===== config.mk =====
export PLATFORM = sky130hd
export DESIGN_NAME = ir_queue
export DESIGN_NICKNAME = d
export VERILOG_FILES = /design/src/rtl/lc3b_types.sv /design/src/rtl/ir_decode.sv /design/src/rtl/ir_queue.sv
export SDC_FILE = /design/constraint.sdc
export NUM_CORES = 1
export LEC_CHECK = 0
export BUFFER_PORTS_ARGS = -buffer_cell sky130_fd_sc_hd__buf_2
export CAP_MARGIN = 40
export CELL_PAD_IN_SITES_DETAIL_PLACEMENT = 1
export CELL_PAD_IN_SITES_GLOBAL_PLACEMENT = 1
export CORE_UTILIZATION = 45
export DETAILED_ROUTE_END_ITERATION = 10
export HOLD_SLACK_MARGIN = 0.08
export PLACE_DENSITY = 0.88
export SYNTH_ARGS = -nofsm -noshare
export SYNTH_HDL_FRONTEND = slang
export SYNTH_SLANG_ARGS = --single-unit

===== constraint.sdc =====
create_clock -name clk -period 2.4 [get_ports clk]
set_input_delay 0.24 -clock clk [delete_from_list [all_inputs] [get_ports clk]]
set_output_delay 0.24 -clock clk [all_outputs]
set_load 0.05 [all_outputs]

===== src/rtl/lc3b_types.sv =====
// rtl/lc3b_types.sv - LC-3b shared types: word, opcode, decoded IR fields
package lc3b_types;

   typedef logic [15:0] lc3b_word;
   typedef logic [2:0]  lc3b_reg;

   typedef enum logic [3:0] {
      op_br   = 4'h0,
      op_add  = 4'h1,
      op_ldb  = 4'h2,
      op_stb  = 4'h3,
      op_jsr  = 4'h4,
      op_and  = 4'h5,
      op_ldr  = 4'h6,
      op_str  = 4'h7,
      op_rti  = 4'h8,
      op_not  = 4'h9,
      op_ldi  = 4'ha,
      op_sti  = 4'hb,
      op_jmp  = 4'hc,
      op_shf  = 4'hd,
      op_lea  = 4'he,
      op_trap = 4'hf
   } lc3b_opcode;

   // TRAP and JSR write the return address to R7.
   localparam lc3b_reg LC3B_LINK_REG = 3'b111;

   typedef struct packed {
      lc3b_opcode  opcode;
      lc3b_reg     dest;
      lc3b_reg     src1;
      lc3b_reg     src2;
      logic        imm;
      logic [4:0]  imm5;
      lc3b_word    imm4;
      logic [5:0]  offset6;
      logic [8:0]  offset9;
      logic [10:0] offset11;
      logic [7:0]  trap8;
      logic        bit11;
      logic        bit4;
   } lc3b_ir_fields;

endpackage


===== src/rtl/ir_decode.sv =====
// rtl/ir_decode.sv - combinational LC-3b instruction word field decode
module ir_decode
   import lc3b_types::*;
(
   input  logic [15:0]   instr,
   output lc3b_ir_fields fields
);

   lc3b_opcode op;
   assign op = lc3b_opcode'(instr[15:12]);

   always_comb begin
      fields          = '0;
      fields.opcode   = op;
      fields.dest     = (op == op_trap || op == op_jsr) ? LC3B_LINK_REG : instr[11:9];
      fields.src1     = instr[8:6];
      fields.src2     = instr[2:0];
      fields.imm      = instr[5];
      fields.imm5     = instr[4:0];
      fields.imm4     = {12'h000, instr[3:0]};
      fields.offset6  = instr[5:0];
      fields.offset9  = instr[8:0];
      fields.offset11 = instr[10:0];
      fields.trap8    = instr[7:0];
      fields.bit11    = instr[11];
      fields.bit4     = instr[4];
   end

endmodule


===== src/rtl/ir_queue.sv =====
// rtl/ir_queue.sv - instruction queue (instr+pc) with decoded head fields
module ir_queue
   import lc3b_types::*;
#(
   parameter  int DEPTH = 4,
   localparam int PTR_W = $clog2(DEPTH)
)(
   input  logic             clk,
   input  logic             reset,
   input  logic             flush,
   input  logic             in_valid,
   input  logic [15:0]      in_instr,
   input  logic [15:0]      in_pc,
   output logic             in_ready,
   output logic             out_valid,
   input  logic             out_ready,
   output logic [15:0]      out_pc,
   output logic [3:0]       opcode,
   output logic [2:0]       dest,
   output logic [2:0]       src1,
   output logic [2:0]       src2,
   output logic             imm,
   output logic [4:0]       imm5,
   output logic [15:0]      imm4,
   output logic [5:0]       offset6,
   output logic [8:0]       offset9,
   output logic [10:0]      offset11,
   output logic [7:0]       trap8,
   output logic             bit11,
   output logic             bit4,
   output logic [PTR_W:0]   count
);

   localparam logic [PTR_W:0] COUNT_FULL = (PTR_W + 1)'(DEPTH);

   logic [15:0]      instr_mem [DEPTH];
   logic [15:0]      pc_mem    [DEPTH];
   logic [PTR_W-1:0] wr_ptr;
   logic [PTR_W-1:0] rd_ptr;
   logic [PTR_W:0]   count_q;
   logic             enq;
   logic             deq;
   logic [15:0]      head_instr;
   lc3b_ir_fields    fields;

   // Handshake outputs depend only on registered occupancy.
   assign in_ready  = (count_q != COUNT_FULL);
   assign out_valid = (count_q != '0);
   assign enq       = in_valid & in_ready;
   assign deq       = out_valid & out_ready;
   assign count     = count_q;

   always_ff @(posedge clk or posedge reset) begin
      if (reset) begin
         wr_ptr  <= '0;
         rd_ptr  <= '0;
         count_q <= '0;
      end else if (flush) begin
         wr_ptr  <= '0;
         rd_ptr  <= '0;
         count_q <= '0;
      end else begin
         if (enq) wr_ptr <= wr_ptr + 1'b1;
         if (deq) rd_ptr <= rd_ptr + 1'b1;
         case ({enq, deq})
            2'b10:   count_q <= count_q + 1'b1;
            2'b01:   count_q <= count_q - 1'b1;
            default: count_q <= count_q;
         endcase
      end
   end

   always_ff @(posedge clk) begin
      if (enq && !flush) begin
         instr_mem[wr_ptr] <= in_instr;
         pc_mem[wr_ptr]    <= in_pc;
      end
   end

   // An empty queue decodes an all-zero word so no stale entry leaks out.
   assign head_instr = out_valid ? instr_mem[rd_ptr] : '0;
   assign out_pc     = out_valid ? pc_mem[rd_ptr]    : '0;

   ir_decode u_decode (
      .instr  (head_instr),
      .fields (fields)
   );

   assign opcode   = fields.opcode;
   assign dest     = fields.dest;
   assign src1     = fields.src1;
   assign src2     = fields.src2;
   assign imm      = fields.imm;
   assign imm5     = fields.imm5;
   assign imm4     = fields.imm4;
   assign offset6  = fields.offset6;
   assign offset9  = fields.offset9;
   assign offset11 = fields.offset11;
   assign trap8    = fields.trap8;
   assign bit11    = fields.bit11;
   assign bit4     = fields.bit4;

endmodule


==> flow_summary.json <==
{
  "final.setup.tns_ps": -724,
  "cp_top_family": "multiplexers",
  "coreArea_mm2": 0.0122,
  "synth_top_flop_cell": "edfxtp_1",
  "dr.pass1.iters": 4,
  "layout-drive-gt1-share": 0.462,
  "rows": 40,
  "avgSynthCellArea_um2": 18.3,
  "grt_max_degree": 38,
  "track_usage": 0.190,
  "crit_path_start_kind": "flop",
  "clock_skew_ps": 7.40,
  "routed-via-count": 3098,
  "critPathKind": "flop to output pin",
  "synth_top_area_frac": 0.672,
  "clock_latency_ps": 400,
  "cts_max_path_buffers": 2,
  "hpwl_mm": 7.51,
  "yosysSeqAreaShare": 0.703,
  "fin_nets": 488,
  "cts_tree": "done",
  "cts_buffers": 17,
  "max_freq_mhz": 381,
  "grt_setup_unrepaired": "true",
  "worstSetupStartpoint": "rd_ptr[0]",
  "die_w_um": 115,
  "synth_top_area_cell": "edfxtp_1",
  "gp_congestion": 0.698,
  "arrival_ps": 2380,
  "rrSetupSlack_ps": 280,
  "grt_pass1_wl_mm": 18.0,
  "fin_total_pwr_w": 0.0102,
  "crit_fanout": 7,
  "cp.required_ps": 2160,
  "drc_errors": 0,
  "p_per_area_mw_per_mm2": 1370,
  "synthTopCellsByArea": "edfxtp_1 (67%), mux4_2 (13%), buf_4 (6.8%), and2_1 (3.9%), dfrtp_1 (3.1%)",
  "routed_wl_mm": 12.3,
  "ctsHtreeMaxLevel": 4,
  "crit_slowest_cell": "mux4_2",
  "fin_crit_sh": 1.09,
  "post-route-util": 0.609,
  "drtIter0Drc": 136,
  "peakVddDrop_mv": 0.606,
  "numClockSinks": 135,
  "violations": "setup timing",
  "cap_violations": 0,
  "port_buffers": 116,
  "ys_warn_count": 0,
  "ys_seq_elements": 135,
  "min_from": "flush",
  "grt-ovfl-total": 0,
  "ios": 129,
  "synthArstFlopShare": 0.0519,
  "antenna_found_initial": 0,
  "power_leakage_nw": 2.81,
  "cts-root-buf": "clkbuf_16",
  "period_needed_ps": 2620,
  "cpPeakStageDelay_ps": 580,
  "crit_chain": "mux4_2 > or3_4 > a21boi_4 > o21a_1 > buf_6",
  "layout_setup_ws_ps": -223,
  "min_path_type": "input port to flop",
  "reg2reg_from": "count[1]",
  "antenna_cells": 0,
  "syn_to_final_growth_pct": 30.1,
  "place_inst": 551,
  "relSlewSlack": 0.656,
  "fp.dieH_um": 115,
  "hold_violations": 0,
  "synth.cell_area_mm2": 0.00572,
  "wl_per_cell_um": 19.6,
  "cp-end-kind": "output pin",
  "synth_edf_count": 128,
  "status": "complete, but fails checks",
  "start_util": 0.468,
  "synthCells": 312,
  "ant_nets": 0,
  "die-area_mm2": 0.0132,
  "layout.cells.non_filler": 627,
  "finalSetupViolations": 11,
  "yosys-top-cells-count": "edfxtp_1 (128), buf_4 (52), and2_1 (36), mux4_2 (32), clkbuf_1 (8)",
  "grt_pass1_vias": 3360,
  "synth_most_common_cell": "edfxtp_1",
  "place_ws_ps": 73.2,
  "report.final.slew_viol_count": 0,
  "path_buf_inv": 1,
  "tightest_slew_ps": 517,
  "clk_pin_slew_ps": 50,
  "viasPerCell": 4.94,
  "yosysUniqueCellTypes": 29
}
## power breakdown
group          switching, W  leakage, nW  internal [W]
Clock              0.000887        0.293       0.00168
Combinational       0.00335         1.27       0.00143
Sequential        0.0000873         1.25       0.00273
Total               0.00432         2.81       0.00584
## routing by layer
layer  wire [um]  GRT usage
met5           0          0
met4          99     0.0494
met3         573     0.0532
met2        6520      0.338
met1        5080      0.230
## flip-flops by register name, indices dropped and copies added, names as in the netlist
register / cells
count: 3
instr_mem: 64
pc_mem: 64
rd_ptr: 2
wr_ptr: 2
## cells by family after synthesis
family	count (synthesis)	share of synthesized area
adder cells (fa/ha/maj)	5	0.0123
XOR/XNOR	3	0.00460
AND/OR/NAND/NOR	55	0.0578
AO/OA/AOI/OAI	12	0.0142
buffers and inverters	69	0.0818
flip-flops	135	0.703
multiplexers	32	0.126
other	1	0.000656
## area by class of cell
| type | count | area, um^2 |
|---|---|---|
| clock buffer | 22 | 464 |
| clock inverter | 10 | 128 |
| fill | 1147 | 4770 |
| inverter | 3 | 11.3 |
| multi-input combinational | 119 | 1300 |
| sequential | 135 | 4020 |
| tap | 168 | 210 |
| timing repair buffer | 170 | 1300 |
## timing repair
item / in CTS / in global routing
endpoints found under the hold margin: 135 / 0
setup buffers: 2 / 6
gates cloned: 0 / 3
resized for setup: 7 / 83
hold buffers: 33 / 0
pin swaps: 3 / 3
endpoints found under the setup margin: 70 / 70
## final timing paths
| kind | cells after the start | to |
|---|---|---|
| max | 5 | dest[1] |
| min | 2 | wr_ptr[1] |
| max reg2reg | 7 | count[2] |
| min reg2reg | 2 | wr_ptr[1] |
| max in group asynchronous | 3 | rd_ptr[1] |
| min in group asynchronous | 3 | wr_ptr[1] |
## per-stage QoR
step	instance area, um^2	hold WS, ps
detailed placement	6250	204
global placement	6150	194
floorplan	5770	43.3
finish	7440	121
global route	7440	115
CTS	7210	109
## cells in the final DEF, fill, tap and decap left out, types with 2 or more instances in the layout
master         synthesis  layout
or3b_1                 2       2
ha_1                   4       4
edfxtp_1             128     128
clkinv_2               0       6
nand2_1                2       2
dlygate4sd3_1          0      33
clkbuf_8               0       2
dfrtp_2                0       3
buf_6                  1       4
bufinv_16              0       3
xor2_1                 2       2
nor3_1                 3       3
inv_1                  3       3
o21a_1                 4       4
buf_2                  5      76
a21oi_1                3       2
and2_1                36      28
clkbuf_1               8       3
and2_2                 0       8
conb_1                 1      12
o21ai_0                2       2
buf_16                 0       3
nand3_1                3       3
mux4_2                32      32
dfrtp_1                7       4
clkbuf_16              0      19
buf_4                 52      50
nor2_1                 4       4
buf_12                 0       2
No activity file was read; power rests on OpenSTA's default activity.
